### src/rtl/branch_resolve_bht_pkg.sv
// Shared types and helpers for the branch resolution unit and its bimodal predictor.
package branch_resolve_bht_pkg;

    typedef enum logic [1:0] {
        SNT = 2'd0,
        WNT = 2'd1,
        WT  = 2'd2,
        ST  = 2'd3
    } bht_state_t;

    function automatic bht_state_t sat_inc(input bht_state_t s);
        return (s == ST) ? ST : bht_state_t'(s + 2'd1);
    endfunction

    function automatic bht_state_t sat_dec(input bht_state_t s);
        return (s == SNT) ? SNT : bht_state_t'(s - 2'd1);
    endfunction

endpackage

### src/rtl/branch_resolve_bht_bimodal.sv
// Bimodal table of 2-bit saturating counters: combinational read, synchronous training.
module bht_bimodal
    import branch_resolve_bht_pkg::*;
#(
    parameter int ENTRIES = 16,
    localparam int IDX_W  = $clog2(ENTRIES)
) (
    input  logic             clk,
    input  logic             reset,
    input  logic [IDX_W-1:0] rd_idx,
    output logic             rd_taken,
    input  logic             train,
    input  logic [IDX_W-1:0] train_idx,
    input  logic             train_taken
);

    bht_state_t tbl [ENTRIES];

    assign rd_taken = tbl[rd_idx] inside {WT, ST};

    always_ff @(posedge clk or negedge reset) begin
        if (!reset) begin
            for (int unsigned i = 0; i < ENTRIES; i++) begin
                tbl[i] <= WNT;
            end
        end else if (train) begin
            tbl[train_idx] <= train_taken ? sat_inc(tbl[train_idx])
                                          : sat_dec(tbl[train_idx]);
        end
    end

endmodule

### src/rtl/branch_resolve_bht.sv
// Branch resolution: evaluates CTR/CR conditions, registers write-back and redirect, trains the BHT.
module branch_resolve_bht
    import branch_resolve_bht_pkg::*;
#(
    parameter int CTR_W       = 32,
    parameter int CR_W        = 32,
    parameter int PC_W        = 32,
    parameter int BHT_ENTRIES = 16,
    parameter int MISS_CNT_W  = 16
) (
    input  logic                    clk,
    input  logic                    reset,
    input  logic                    en,
    input  logic                    flush,
    input  logic                    jump,
    input  logic                    dec_ctr,
    input  logic                    mask_ctr,
    input  logic                    ctr_eq,
    input  logic                    mask_cond,
    input  logic                    cond,
    input  logic [$clog2(CR_W)-1:0] crbi,
    input  logic                    save_link,
    input  logic [PC_W-1:0]         pc,
    input  logic [PC_W-1:0]         target,
    input  logic                    pred_taken,
    input  logic [CTR_W-1:0]        ctr_in,
    input  logic [CR_W-1:0]         cr_in,
    input  logic [PC_W-1:0]         lookup_pc,
    output logic                    lookup_taken,
    output logic                    jump_o,
    output logic                    mispredict,
    output logic [PC_W-1:0]         redirect_pc,
    output logic [CTR_W-1:0]        ctr_o,
    output logic                    ctr_we,
    output logic [PC_W-1:0]         lnk_o,
    output logic                    lnk_we,
    output logic [MISS_CNT_W-1:0]   miss_cnt
);

    localparam int IDX_W = $clog2(BHT_ENTRIES);

    logic             accept;
    logic [CTR_W-1:0] ctr;
    logic             ctr_ok;
    logic             cond_ok;
    logic             taken;
    logic             miss;
    logic [PC_W-1:0]  pc_inc;
    logic             unused_pc_bits;

    assign accept  = en & ~flush;
    assign ctr     = dec_ctr ? ctr_in - CTR_W'(1) : ctr_in;
    assign ctr_ok  = mask_ctr | ((ctr != '0) ^ ctr_eq);
    // CR_W is a power of two, so CR_W-1-crbi is just the bitwise complement
    assign cond_ok = mask_cond | (cr_in[~crbi] == cond);
    assign taken   = jump | (ctr_ok & cond_ok);
    assign miss    = taken ^ pred_taken;
    assign pc_inc  = pc + PC_W'(4);

    assign unused_pc_bits = ^lookup_pc;

    always_ff @(posedge clk or negedge reset) begin
        if (!reset) begin
            jump_o      <= 1'b0;
            mispredict  <= 1'b0;
            ctr_we      <= 1'b0;
            lnk_we      <= 1'b0;
            redirect_pc <= '0;
            ctr_o       <= '0;
            lnk_o       <= '0;
            miss_cnt    <= '0;
        end else begin
            jump_o     <= accept & taken;
            mispredict <= accept & miss;
            ctr_we     <= accept & dec_ctr;
            lnk_we     <= accept & save_link;
            if (accept) begin
                redirect_pc <= taken ? target : pc_inc;
                ctr_o       <= ctr;
                lnk_o       <= pc_inc;
            end
            if (accept && miss && miss_cnt != '1) begin
                miss_cnt <= miss_cnt + MISS_CNT_W'(1);
            end
        end
    end

    bht_bimodal #(
        .ENTRIES(BHT_ENTRIES)
    ) u_bht (
        .clk        (clk),
        .reset      (reset),
        .rd_idx     (lookup_pc[IDX_W+1:2]),
        .rd_taken   (lookup_taken),
        .train      (accept),
        .train_idx  (pc[IDX_W+1:2]),
        .train_taken(taken)
    );

endmodule
### config.mk
export PLATFORM = sky130hd
export DESIGN_NAME = branch_resolve_bht
export DESIGN_NICKNAME = d
export VERILOG_FILES = /design/src/rtl/branch_resolve_bht_pkg.sv /design/src/rtl/branch_resolve_bht_bimodal.sv /design/src/rtl/branch_resolve_bht.sv
export SDC_FILE = /design/constraint.sdc
export NUM_CORES = 1
export LEC_CHECK = 0
export ABC_AREA = 1
export BUFFER_PORTS_ARGS = -buffer_cell sky130_fd_sc_hd__buf_2
export CORE_ASPECT_RATIO = 0.7
export CORE_MARGIN = 2
export CORE_UTILIZATION = 50
export CTS_BUF_LIST = sky130_fd_sc_hd__clkbuf_8 sky130_fd_sc_hd__clkbuf_16
export DETAILED_ROUTE_END_ITERATION = 12
export GPL_TIMING_DRIVEN = 0
export PLACE_DENSITY = 0.79
export SKIP_LAST_GASP = 1
export SYNTH_ARGS = -nofsm -noshare
export SYNTH_HDL_FRONTEND = slang
export SYNTH_SLANG_ARGS = --single-unit
### constraint.sdc
create_clock -name clk -period 3.1 [get_ports clk]
set_input_delay 0 -clock clk [delete_from_list [all_inputs] [get_ports clk]]
set_output_delay 0 -clock clk [all_outputs]
set_load 0.02 [all_outputs]
* Word-level counts from Yosys, hierarchy flattened
Cells that the tools add are included.
** Word-level totals
- Register bits after elaboration :: 148
- Input bits :: 177
- Output and inout port bits :: 117
- Logic and storage cells :: 75
** Cells by class
- Add/subtract/negate cells :: 5
- Magnitude comparators :: 4
- Equality and inequality tests :: 5
- Multiplexer cells :: 16
- Bitwise gates (word level) :: 15
- Reductions and logical operators :: 6
** Operators by type and width (count)
- $mux 32 :: 2
- $add 32x3->32 const B :: 1
- $bwmux 32 :: 1
- $reduce_bool 32->1 :: 1
- $sub 32x1->32 const B :: 1
- $add 16x1->16 const B :: 1
- $bmux 2 s4 :: 2
- $mux 2 :: 8
- $ne 16x16->1 const B :: 1
- $ge 5x5->1 const B :: 2
- $not 4->5 :: 2
- $demux 2 s4 :: 1
- $and 1x1->1 :: 6
- $eq 2x2->1 const B :: 3
- $lt 5x6->1 const B :: 1
- $bmux 1 s5 :: 1
- $lt 5x1->1 const B :: 1
- $not 5->5 :: 1
- $logic_and 1x1->1 :: 3
- $or 1x1->1 :: 3
- $add 2x1->2 const B :: 1
- $logic_not 2->1 :: 1
- $reduce_bool 2->1 :: 1
- $sub 2x1->2 const B :: 1
- 4 further kinds :: 5

* Depth between registers and ports, before layout
- Word-level depth :: 10
- Depth in mapped cells :: 25
- Mapped depth without buffers :: 24

* Modules after synthesis
From an unflattened synthesis, not the netlist that was laid out.
** Second synthesis, totals
- Cell total of the unflattened synthesis :: 1314
- Area, all modules :: 9110.0 um2
** By module, submodules not included
- branch_resolve_bht :: instances 1, cells an instance 1009, area each 7124.3 um2, seq. area each 2902.8 um2
- bht_bimodal :: instances 1, cells an instance 305, area each 1985.7 um2, seq. area each 820.8 um2

* Worst setup path after synthesis
Ideal clock, no wire load.
- Kind :: in2reg
- From :: in ctr_in[0]
- To :: reg miss_cnt[4]
- Setup time :: 0.119 ns
- Arrival time :: 2.020 ns
- Data required time :: 2.981 ns
- Setup slack :: 0.961 ns
- Stages :: 24
- Path buffers :: 1
- Cell sequence :: inv_1 -> ha_1 -> nand2_1 -> nor2_1 -> nand2_1 -> nor2_2 -> nand2_1 -> nand2_1 -> nand2_1 -> inv_1 -> nand2_1 -> nor2_1 -> nand2_1 -> nor2_1 -> nand2_1 -> nand2_1 -> nand3_1 -> nand2_2 -> nand2_4 -> nand2_1 -> nand4_4 -> buf_6 -> nand2_1 -> nand2_1
** Between the ends
- Longest elaborated chain between the ends :: 10
** Ends and longest elaborated chain
- start: declaration :: RTL line branch_resolve_bht.sv:26 : input logic [CTR_W-1:0] ctr_in,
- $sub 32x1->32 :: RTL line branch_resolve_bht.sv:52 : assign ctr = dec_ctr ? ctr_in - CTR_W'(1) : ctr_in;
- $mux 32 * :: RTL line branch_resolve_bht.sv:52
- $reduce_bool 32->1 * :: RTL line branch_resolve_bht.sv:53 : assign ctr_ok = mask_ctr | ((ctr != '0) ^ ctr_eq);
- $xor 1x1->1 * :: RTL line branch_resolve_bht.sv:53
- $or 1x1->1 * :: RTL line branch_resolve_bht.sv:53
- $and 1x1->1 * :: RTL line branch_resolve_bht.sv:56 : assign taken = jump | (ctr_ok & cond_ok);
- $or 1x1->1 * :: RTL line branch_resolve_bht.sv:56
- $xor 1x1->1 * :: RTL line branch_resolve_bht.sv:57 : assign miss = taken ^ pred_taken;
- $logic_and 1x1->1 * (2 in series) :: RTL line branch_resolve_bht.sv:82 : if (accept && miss && miss_cnt != '1) begin
- end signal: assignment :: RTL line branch_resolve_bht.sv:83 : miss_cnt <= miss_cnt + MISS_CNT_W'(1);
- end: declaration :: RTL line branch_resolve_bht.sv:37 : output logic [MISS_CNT_W-1:0] miss_cnt
Every way passes the cells marked *; elsewhere a longest branch is shown, timed or not.
A chain may end at the register's enable or synchronous reset.

* Final worst setup path
- From :: in ctr_in[26]
- To :: reg redirect_pc[21]
** Between the ends
- Longest elaborated chain between the ends :: 8
** Ends and longest elaborated chain
- $sub 32x1->32 :: RTL line branch_resolve_bht.sv:52
- $mux 32 * :: RTL line branch_resolve_bht.sv:52
- $reduce_bool 32->1 * :: RTL line branch_resolve_bht.sv:53
- $xor 1x1->1 * :: RTL line branch_resolve_bht.sv:53
- $or 1x1->1 * :: RTL line branch_resolve_bht.sv:53
- $and 1x1->1 * :: RTL line branch_resolve_bht.sv:56
- $or 1x1->1 * :: RTL line branch_resolve_bht.sv:56
- $mux 32 * :: RTL line branch_resolve_bht.sv:78 : redirect_pc <= taken ? target : pc_inc;
- end signal: assignment :: RTL line branch_resolve_bht.sv:78
- end: declaration :: RTL line branch_resolve_bht.sv:32 : output logic [PC_W-1:0] redirect_pc,
Marks and branches as above.

==> impl_results.md <==
- Status: completed
- Slowest library cell on the worst path: sky130_fd_sc_hd__dlygate4sd3_1
- Yosys top cell by area: sky130_fd_sc_hd__dfrtp_1
- Standard-cell rows: 40
- Critical Setup Path Class: in2reg
- Sink count of the clock tree: 148
- Crit path launch type: input port
- Reg2reg path depth: 10
- Routed via count: 10000
- Area post-placement: 0.0104 mm^2
- Setup Viol. Count Final: 0
- Max Slew Vio Count: 0
- First-pass GRT wire length: 49.7 mm
- Netlist area before placement: 0.00877 mm^2
- Post-route DRC violation count: 0
- Leak Pwr: 6.03 nW
- Clock-pin slew on the worst setup and hold paths: 0.07 ns
- Non-filler cells in the finished layout: 1846
- Number of DRC violations after detailed-routing iteration 0: 1131
- Post-Syn Nets: 1405
- Signed area change from the synthesized netlist to the final layout: 37.2%
- Clock insertion delay at the later pin of the skew report: 0.43 ns
- Initial antenna violation count: 2
- Clock tree root buffer cell: sky130_fd_sc_hd__clkbuf_16
- Clock network fraction of total power: 32.7%
- Overall die area: 0.0186 mm^2
- Crit-path max cell delay: 0.57 ns
- Number of violations of the max-capacitance limit: 0
- Worst-path cell chain: dlygate4sd3_1, buf_2, nor2_2, nand2_1, nor2_1, nand2_1, nor2_2, nand2_1, nand2_1, nand2_1, nor2_4, nand2_1, nor2_2, nand2_1, nand2_1, nand3_2, nand2_4, nand2_8, nand2_8, inv_2, buf_6, nand2_1, o211ai_1, dlygate4sd3_1
- GPL Wtd Cong: 0.994
- Layout cell share with drive strength beyond 1: 23.1%
- Syn Inst Count: 1222
- DIE HEIGHT: 115 um
- Worst rel slew slack: 42.3%
- Worst Clk Skew: 0.00848 ns
- Count of buffers from port buffering: 265
- Number of stages on the worst setup path: 24
- Detailed-route vias per instance: 5.44
- Data required time at the worst endpoint: 3.41 ns
- Final min period: 3.03 ns
- Final-report hold violation count: 0
- Proportion of netlist area held by the largest area contributor: 37.7%
- Global route total overflow: 0
- Synth top area cells: sky130_fd_sc_hd__dfrtp_1, sky130_fd_sc_hd__nand2_1, sky130_fd_sc_hd__nor2_1, sky130_fd_sc_hd__dfstp_2, sky130_fd_sc_hd__inv_1
- Pin count of the biggest net entering global routing: 90
- Slew @ Worst Pin: 0.865 ns
- Post-Synthesis Mean Instance Area: 7.17 um^2
- Total CTS buffers: 17
- Relative contribution of sequential cells to total power: 39.7%
- Final Net Count: 1783
- Total Routing Usage GR: 35.0%
- Switching power: 0.00228 W
- Final WL: 32.8 mm
- Power Internal: 0.00418 W
- Maximum net fanout on the critical path: 10
- Switching share of total power: 35.2%
- H-tree Lvls: 4
- Fmax achieved: 0.331 GHz
- Clock tree from TritonCTS: yes
- Crit-path leading delay family: simple AND/OR/NAND/NOR gates
- Initial core utilization: 51.1%
- WL per Instance: 17.8 um
- First drt pass iteration count: 5
- Type of the worst min-delay path: in2reg
- Post-route cell area: 0.0120 mm^2
- PD cells: 537 mW/mm^2
- Library cell appearing most often on the critical path: sky130_fd_sc_hd__nand2_1
- Yosys cell types: 41
- Sequential fraction of the synthesis area: 42.5%
- Number of instances in the placed design: 1719
- Core region area: 0.0172 mm^2
- Kind of capture point of the worst setup path: flip-flop
- Post-DP HPWL: 24.0 mm
- Die outline width: 162 um
- Deepest clock path buffer count: 2
- Highest ir drop seen on vdd: 0.399 mV
- Antenna-violating nets left: 0
- Share of the clock period used by the worst path after layout: 97.6%
- Vias in the first global route: 9341
- Share of power burned in combinational logic: 27.6%
- Number of top-level pins: 294
- Bufs and invs on worst path: 5
- Count of warnings emitted by yosys: 0
- Number of synthesized register bits: 148
- Setup slack, reg-to-reg: 0.91 ns
- Worst endpoint data arrival time: 3.33 ns
- Cell count of the worst hold path: 5
-- routing by layer --
| metal | share of wire [%] | up-vias | track usage (%) | wire length [um] |
|---|---|---|---|---|
| met5 | 0 | - | 0 | 0 |
| met4 | 3.0 | 0 | 12.2 | 998 |
| met3 | 9.4 | 74 | 7.61 | 3080 |
| met2 | 44 | 531 | 53.6 | 14300 |
| met1 | 44 | 4688 | 49.7 | 14400 |
| li1 | - | 4750 | - | - |
-- cell usage after synthesis --
master                     number
sky130_fd_sc_hd__a211oi_1       1
sky130_fd_sc_hd__a21o_1         1
sky130_fd_sc_hd__a21oi_1       31
sky130_fd_sc_hd__a31oi_1       25
sky130_fd_sc_hd__and2_1         1
sky130_fd_sc_hd__buf_1          1
sky130_fd_sc_hd__buf_2          4
sky130_fd_sc_hd__buf_4          2
sky130_fd_sc_hd__buf_6          5
sky130_fd_sc_hd__clkbuf_1      25
sky130_fd_sc_hd__dfrtp_1      132
sky130_fd_sc_hd__dfstp_2       16
sky130_fd_sc_hd__ha_1           6
sky130_fd_sc_hd__inv_1        106
sky130_fd_sc_hd__inv_2          5
sky130_fd_sc_hd__nand2_1      374
sky130_fd_sc_hd__nand2_2        4
sky130_fd_sc_hd__nand2_4        3
sky130_fd_sc_hd__nand3_1       69
sky130_fd_sc_hd__nand3_2        2
sky130_fd_sc_hd__nand3b_1       4
sky130_fd_sc_hd__nand4_1       35
sky130_fd_sc_hd__nand4_4        1
sky130_fd_sc_hd__nor2_1       180
sky130_fd_sc_hd__nor2_2         9
sky130_fd_sc_hd__nor2_4         1
sky130_fd_sc_hd__nor3_1        11
sky130_fd_sc_hd__nor3_4         1
sky130_fd_sc_hd__nor4_1         3
sky130_fd_sc_hd__nor4_2         1
sky130_fd_sc_hd__nor4b_1        1
sky130_fd_sc_hd__o211a_1        1
sky130_fd_sc_hd__o211ai_1      14
sky130_fd_sc_hd__o21ai_0       75
sky130_fd_sc_hd__o21ai_1        9
sky130_fd_sc_hd__o21ai_2        2
sky130_fd_sc_hd__o21bai_1       8
sky130_fd_sc_hd__o221ai_1       9
sky130_fd_sc_hd__o31ai_1        1
sky130_fd_sc_hd__xnor2_1       18
sky130_fd_sc_hd__xor2_1        25
-- final timing paths --
| path | from | end |
|---|---|---|
| worst max-delay path | ctr_in[26] | redirect_pc[21] |
| worst max register to register | miss_cnt[0] | miss_cnt[11] |
| worst min register to register | lnk_o[18] | lnk_o[18] |
| max in group asynchronous | reset | u_bht.tbl[28] |
| worst min-delay path | pc[16] | lnk_o[18] |
| min in group asynchronous | reset | ctr_o[25] |
-- state kept, by name, summed over array words and instances (netlist names) --
signal and cells:
lnk_we 1, ctr_we 1, jump_o 1, u_bht.tbl 32, ctr_o 32, mispredict 1, redirect_pc 32, lnk_o 32
miss_cnt 16
-- power groups by stage --
stage	combinational, W	sequential, W	clock, W
2_1_floorplan	0.000732	0.00282	0
4_1_cts	0.00175	0.00256	0.00212
3_3_place_gp	0.00161	0.00258	0
6_report	0.00178	0.00257	0.00211
3_5_place_dp	0.00165	0.00258	0
5_1_grt	0.00195	0.00260	0.00221
-- worst min-delay path, cell delays in order --
cell	delay (ns)
sky130_fd_sc_hd__buf_2	0.11
sky130_fd_sc_hd__nand4_1	0.10
sky130_fd_sc_hd__xnor2_1	0.08
sky130_fd_sc_hd__nand2_1	0.06
sky130_fd_sc_hd__nand2_1	0.04
-- cells in the final DEF, fill, tap and decap left out, types with 11 or more instances in the layout --
cell type / count
sky130_fd_sc_hd__a21oi_1: 31
sky130_fd_sc_hd__a31oi_1: 25
sky130_fd_sc_hd__buf_2: 268
sky130_fd_sc_hd__clkbuf_1: 25
sky130_fd_sc_hd__clkbuf_16: 17
sky130_fd_sc_hd__dfrtp_1: 132
sky130_fd_sc_hd__dfstp_2: 16
sky130_fd_sc_hd__dlygate4sd3_1: 90
sky130_fd_sc_hd__inv_1: 104
sky130_fd_sc_hd__nand2_1: 372
sky130_fd_sc_hd__nand3_1: 68
sky130_fd_sc_hd__nand4_1: 35
sky130_fd_sc_hd__nor2_1: 172
sky130_fd_sc_hd__nor2_2: 13
sky130_fd_sc_hd__nor3_1: 11
sky130_fd_sc_hd__o211ai_1: 14
sky130_fd_sc_hd__o21ai_0: 74
sky130_fd_sc_hd__xnor2_1: 18
sky130_fd_sc_hd__xor2_1: 25
-- final cells by class --
cell class	count	area (um^2)
fill	1438	5140
inverter	111	417
buffer	37	189
timing repair buffer	359	2290
antenna	2	5.00
clock buffer	18	439
clock inverter	14	150
tap	231	289
sequential	148	3720
multi-input combinational	926	4520
-- stage by stage --
step                      hold slack [ns]  setup WS [ns]  utilization [%]  setup TNS, ns  total power [W]
after global placement              0.205         -0.203             60.5         -27.01          0.00419
after global routing               0.0302        -0.0506             70.0        -0.0990          0.00677
after floorplan                    -0.296          0.961                -              0          0.00355
after detailed placement            0.140         -0.123             60.7          -1.95          0.00423
after CTS                         0.00114         0.0157             69.4              0          0.00643
final                             0.00763         0.0749             70.0              0          0.00646
-- cell families (layout without fill, tap and decap cells) --
family	Yosys count	in the layout	synth area share, %
AND/OR/NAND/NOR	700	700	33.8
buffers and inverters	148	539	6.91
flip-flops	148	148	42.5
adder cells (fa/ha/maj)	6	6	0.856
other	0	2	0
XOR/XNOR	43	43	4.30
AO/OA/AOI/OAI	177	177	11.7
-- repair_timing --
| action | 4_1_cts | 5_1_grt |
|---|---|---|
| setup buffers | 0 | 3 |
| setup endpoints to repair | 0 | 17 |
| hold buffers | 90 | 0 |
| endpoints found under the hold margin | 179 | 0 |
| resized for setup | 0 | 25 |
No activity file was read; power rests on OpenSTA's default activity.
